File: src/rtl/l1l2_weight_fetcher.sv
// l1l2_weight_fetcher
// Read-side sequencer for the L1->L2 weight ROM. A start request for one L2
// neuron walks that neuron's contiguous weight row (NIN words starting at
// neuron_idx*NIN). Each combinational ROM word is captured into an output
// register and streamed to the neuron MAC over a valid/ready handshake.
//
// Ports:
//   clk, rst          clock, synchronous active-high reset
//   start, neuron_idx row request and the neuron to fetch (sampled in IDLE)
//   busy, done, err   row in flight / one-cycle row-complete / one-cycle bad index
//   rom_address,
//   rom_read_en       ROM read request (combinational from registers)
//   rom_data          ROM word, combinational from rom_address
//   w_data, w_valid,
//   w_ready, w_last,
//   w_index           registered weight stream to the consumer
module l1l2_weight_fetcher #(
    parameter int unsigned bW   = 14,
    parameter int unsigned aW   = 19,
    parameter int unsigned NIN  = 784,
    parameter int unsigned NOUT = 500,
    parameter int unsigned NW   = 9,
    parameter int unsigned IW   = 10
) (
    input  logic          clk,
    input  logic          rst,
    input  logic          start,
    input  logic [NW-1:0] neuron_idx,
    output logic          busy,
    output logic          done,
    output logic          err,
    output logic [aW-1:0] rom_address,
    output logic          rom_read_en,
    input  logic [bW-1:0] rom_data,
    output logic [bW-1:0] w_data,
    output logic          w_valid,
    input  logic          w_ready,
    output logic          w_last,
    output logic [IW-1:0] w_index
);

    // Counter needs one extra bit so it can reach NIN and stop loading.
    localparam int unsigned CW = IW + 1;

    typedef enum logic {
        IDLE = 1'b0,
        RUN  = 1'b1
    } state_t;

    state_t        state_q, state_d;
    logic [CW-1:0] cnt_q, cnt_d;
    logic [aW-1:0] base_q, base_d;

    logic          busy_d, done_d, err_d, w_valid_d, w_last_d;
    logic [bW-1:0] w_data_d;
    logic [IW-1:0] w_index_d;
    logic          load;

    // State and output registers.
    always_ff @(posedge clk) begin
        if (rst) begin
            state_q <= IDLE;
            cnt_q   <= '0;
            base_q  <= '0;
            busy    <= 1'b0;
            done    <= 1'b0;
            err     <= 1'b0;
            w_data  <= '0;
            w_valid <= 1'b0;
            w_last  <= 1'b0;
            w_index <= '0;
        end else begin
            state_q <= state_d;
            cnt_q   <= cnt_d;
            base_q  <= base_d;
            busy    <= busy_d;
            done    <= done_d;
            err     <= err_d;
            w_data  <= w_data_d;
            w_valid <= w_valid_d;
            w_last  <= w_last_d;
            w_index <= w_index_d;
        end
    end

    // Next-state, datapath and ROM request.
    always_comb begin
        state_d     = state_q;
        cnt_d       = cnt_q;
        base_d      = base_q;
        busy_d      = busy;
        done_d      = 1'b0;
        err_d       = 1'b0;
        w_data_d    = w_data;
        w_valid_d   = w_valid;
        w_last_d    = w_last;
        w_index_d   = w_index;
        load        = 1'b0;
        rom_address = '0;
        rom_read_en = 1'b0;

        case (state_q)
            IDLE: begin
                if (start) begin
                    if (32'(neuron_idx) < NOUT) begin
                        base_d  = aW'(aW'(neuron_idx) * aW'(NIN));
                        cnt_d   = '0;
                        busy_d  = 1'b1;
                        state_d = RUN;
                    end else begin
                        err_d = 1'b1;
                    end
                end
            end

            RUN: begin
                // Fetch whenever words remain and the output register is free
                // or being drained this cycle.
                load        = (cnt_q < CW'(NIN)) && (!w_valid || w_ready);
                rom_address = aW'(base_q + aW'(cnt_q));
                rom_read_en = load;

                if (load) begin
                    w_data_d  = rom_data;
                    w_index_d = IW'(cnt_q);
                    w_last_d  = (cnt_q == CW'(NIN - 1));
                    w_valid_d = 1'b1;
                    cnt_d     = cnt_q + CW'(1);
                end else if (w_valid && w_ready) begin
                    w_valid_d = 1'b0;
                    w_last_d  = 1'b0;
                end

                // Last word accepted: cnt is already NIN, so no reload above.
                if (w_valid && w_ready && w_last) begin
                    state_d = IDLE;
                    busy_d  = 1'b0;
                    done_d  = 1'b1;
                end
            end

            default: state_d = IDLE;
        endcase
    end

endmodule

File: config.mk
export PLATFORM = sky130hd
export DESIGN_NAME = l1l2_weight_fetcher
export DESIGN_NICKNAME = d
export VERILOG_FILES = /design/src/rtl/l1l2_weight_fetcher.sv
export SDC_FILE = /design/constraint.sdc
export NUM_CORES = 1
export LEC_CHECK = 0
export CORE_UTILIZATION = 54
export DETAILED_ROUTE_END_ITERATION = 16
export GPL_ROUTABILITY_DRIVEN = 0
export GPL_TIMING_DRIVEN = 0
export MAX_ROUTING_LAYER = met4
export PLACE_DENSITY = 0.85
export SLEW_MARGIN = 20
export SYNTH_ARGS = -nofsm -noshare
export SYNTH_HDL_FRONTEND = slang
export SYNTH_SLANG_ARGS = --single-unit
File: constraint.sdc
create_clock -name clk -period 8.6 [get_ports clk]
set_input_delay 1.29 -clock clk [delete_from_list [all_inputs] [get_ports clk]]
set_output_delay 1.29 -clock clk [all_outputs]
set_load 0.005 [all_outputs]
Word level (Yosys, flattened, before mapping)
Cells that the tools add are included.
W data, S select, Z words.
Cells by class
  $add $sub $neg: 2
  $mul: 1
  magnitude comparators: 2
  equal/unequal tests: 5
  mux-type cells: 19
  bitwise operators: 2
  reduce and logical (&&, ||, !) cells: 13
Operators with widths (number)
  $mux W11: 3
  $pmux W11 S2: 1
  $add A19 B11 Y19: 1
  $mux W19: 1
  $mul A9 B6 Y15 const B: 1
  $mux W1: 12
  $add A11 B1 Y11 const B: 1
  $eq A11 B10 Y1 const B: 1
  $lt A11 B10 Y1 const B: 1
  $lt A9 B9 Y1 const B: 1
  $reduce_and A3 Y1: 3
  $ne A2 B1 Y1 const B: 2
  $ne A2 B2 Y1 const B: 2
  $pmux W1 S2: 2
  $reduce_and A2 Y1: 2
  $logic_and A1 B1 Y1: 3
  $reduce_or A3 Y1: 1
  $not A1 Y1: 2
  $reduce_bool A2 Y1: 1
  $reduce_or A2 Y1: 1
  $logic_not A1 Y1: 1
  $logic_or A1 B1 Y1: 1
Storage, ports and cells
  register bits after elaboration: 56
  logic and storage cells: 54

Logic depth before layout (Yosys ltp)
  word-level depth: 5
  depth in mapped cells: 11
  gate-level depth less buffers: 11

Least setup slack after synthesis
Ideal clock, no wire load.
  path type: input to register
  start: input port neuron_idx[1]
  end: register base_q[18]
  data arrival time: 3962 ps
  data required time: 8542 ps
  path slack: 4581 ps
  stages: 10
  path through: ha_1 fa_1 ha_1 ha_1 fa_1 a21o_1 a221oi_1 o21ai_1 nor4b_1 a211o_1
Between the ends
  word-level cells in the longest chain between the ends: 2
  elaborated cells on any way between the ends: 3
RTL lines
  start, declared: line 28  | input logic [NW-1:0] neuron_idx,
  parallel branches: the longest is 2 deep, another holds $mul A9 B6 Y15
  end signal, assigned: line 75  | base_q <= base_d;
  end, declared: line 52  | logic [aW-1:0] base_q, base_d;
Parallel ways; which one is timed is not known.
A chain may end at the register's enable or synchronous reset.

Worst setup path in the final report
Same ends and word-level chain as after synthesis.

==> results.toml <==
[status]
status = "finished, final reports clean"

[logic_synthesis]
yosys.area.top_type = "dfxtp_1"
yosys-top-cells-area = "dfxtp_1 34%, ha_1 16%, nand2_1 9.5%"
synth_edf_count = 0
synth_area_mm2 = 0.003257
synth_top_area_frac = 0.3442
yosys_warnings = 0
synth.distinct_cells = 40
syn_avg_cell_area_um2 = 8.266
synth_nets = 467
synth-seq-area-share = 0.3442
postSynthCellCount = 394
synthMostInstantiatedCell = "nand2_1"
async_reset_ff_frac = 0
synthTopCellsByCount = "82 x nand2_1, 58 x a21oi_1, 56 x dfxtp_1, 41 x ha_1, 29 x nor2_1"
synth_flop_cell = "dfxtp_1"
ys_ff_latch = 56

[sta]
slew_headroom = 0.5374
min_period_over_period = 0.5257
worst-slew-pin-transition_ps = 689.3
tns_ps = 0
fin_crit_ps = 4521
rsz0062_at_grt = "false"
setup_viol = 0
final_hold_viol_count = 0
fin_skew_ps = 11.41
report.final.slew_viol_count = 0
max_freq_mhz = 221.2
hold_slack_ps = 458.2

[finish]
final_layout_size_suffix_gt1_frac = 0.04193
fillCellCount = 442
area_growth_pct = 28.54
nNetsFinal = 549
fin_area_mm2 = 0.004187
antennaDiodeCount = 0
fin_cells = 549

[worst_setup_path]
reg2reg_depth = 7
cp.arrival_ps = 4790
worstSetupStartpointType = "input pin"
rr_startpoint = "cnt_q[4]$_SDFFE_PP0P_"
crit_required_ps = 8870
rrSetupSlack_ps = 6750
path_class = "input pin to flip-flop"
crit_path_end_kind = "flip-flop"
cp_max_fo = 3
rr_endpoint = "cnt_q[8]$_SDFFE_PP0P_"

[die]
io_pins = 76
start_util = 0.5739
dieArea_mm2 = 0.006346
die_y_um = 79.66
core_mm2 = 0.005675
num_rows = 27
dieWidth_um = 79.66

[route]
drc_errors = 0
firstDrtPassIters = 5
vias = 3128
drtAntennaViolNets = 0
vias_per_cell = 5.698
wl_per_cell_um = 14.93
initialDrtViolationCount = 266
wl_mm = 8.194

[placed_design]
portBuffers = 75
dpl_cell_area_mm2 = 0.004098
hpwl_mm = 6.386
dp.cells = 541

[worst_hold_path]
worstHoldPathCells = 2
hp-class = "flip-flop to flip-flop"
hold_end = "w_data[0]$_SDFFE_PP0P_"
hold_path_startpoint = "w_data[0]$_SDFFE_PP0P_"

[global_route]
grt_pass1_wl_mm = 12.94
antenna_found_initial = 0
grt_max_degree = 18
grt_pass1_vias = 2809
grt_overflow = 0
grtUsageTotal = 0.2698

[power]
leakagePower_nw = 1.645
vdd_drop_max_mv = 0.08573
power.density_mw_per_mm2 = 144.4

[clock_network]
cts_setup_buffers = 0
cts_buffer_depth = 2
h-tree-depth = 2
cts_root_buffer = "clkbuf_8"
cts.sinks = 56
clk_latency_ps = 310
path_clk_slew_ps = 110
cts_tree = "built"
cts_hold_buf = 0
cts_resized = 0
cts_buffers = 5

[job]
cap_violations = 0
registers in the layout, summed over array words and instances, names as in the netlist:
name and count:
state_q 1, w_valid 1, done 1, err 1, busy 1, w_last 1
w_index 10, base_q 15, w_data 14, cnt_q 11
routing by layer:
metal  global-route usage  vias up  routed length [um]
met1               0.3350     1444                3584
met4              0.07091        0                 137
met3              0.03200       25                 442
met5                    -        -                   0
li1                     -     1521                   -
met2               0.4632      138                4030
power breakdown:
group	switching [W]	leakage [nW]	total (W)	internal [W]
logic	0.0000876	1.15	0.000170	0.0000819
clock network	0.0000885	0.0414	0.000147	0.0000582
registers	0.0000133	0.457	0.000288	0.000275
total	0.000189	1.64	0.000604	0.000415
worst max-delay path by stage:
stage,from,end,depth (start not counted)
6_report,neuron_idx[1],base_q[18]$_SDFFE_PP0P_,11
5_1_grt,neuron_idx[1],base_q[18]$_SDFFE_PP0P_,11
4_1_cts,neuron_idx[1],base_q[18]$_SDFFE_PP0P_,11
3_5_place_dp,neuron_idx[1],base_q[18]$_SDFFE_PP0P_,11
3_3_place_gp,neuron_idx[2],base_q[18]$_SDFFE_PP0P_,11
2_1_floorplan,neuron_idx[1],base_q[18]$_SDFFE_PP0P_,10
per-stage QoR:
| stage | power (W) | util | setup WS, ps |
|---|---|---|---|
| after floorplan | 0.0003956 | - | 4581 |
| after global placement | 0.0004530 | 0.7220 | 3880 |
| after detailed placement | 0.0004607 | 0.7220 | 3821 |
| after CTS | 0.0006028 | 0.7377 | 4140 |
| after global routing | 0.0006364 | 0.7377 | 3955 |
| final | 0.0006044 | 0.7377 | 4079 |
cell usage in the layout (no fill, tap or decap), types with 3 or more instances in the layout:
cell type,n
a211oi_1,3
a21o_1,5
a21oi_1,58
and2_1,7
and3_1,3
buf_2,7
clkbuf_1,12
clkbuf_8,5
clkdlybuf4s50_1,75
dfxtp_1,56
fa_1,5
ha_1,41
inv_1,6
nand2_1,82
nand3_1,6
nand4_1,4
nor2_1,29
nor3_1,4
nor3b_1,3
nor4b_1,4
o21a_1,3
o21ai_0,5
o21ai_1,3
or3_1,4
xnor2_1,16
xor2_1,6
layout make-up:
| cell class | instances | area (um^2) | share of cell area |
|---|---|---|---|
| buffer | 18 | 76.32 | 0.01823 |
| clock buffer | 6 | 72.57 | 0.01733 |
| clock inverter | 2 | 16.27 | 0.003885 |
| inverter | 8 | 30.03 | 0.007173 |
| multi-input combinational | 312 | 2029 | 0.4848 |
| sequential | 56 | 1121 | 0.2678 |
| tap | 72 | 90.09 | 0.02152 |
| timing repair buffer | 75 | 750.7 | 0.1793 |
critical path, stage by stage:
cell,delay [ps]
clkdlybuf4s50_1,500
ha_1,350
fa_1,460
ha_1,310
ha_1,230
fa_1,400
a21o_1,220
a221oi_1,430
o21ai_1,180
nor4b_1,280
a211o_1,140
cells by family after synthesis:
family | Yosys count | share of synthesized area
simple gates | 155 | 0.2178
compound gates | 89 | 0.1579
flops | 56 | 0.3442
fa+ha+maj | 46 | 0.1882
buf+inv | 26 | 0.03265
xor+xnor | 22 | 0.05916
No activity file was read; power rests on OpenSTA's default activity.
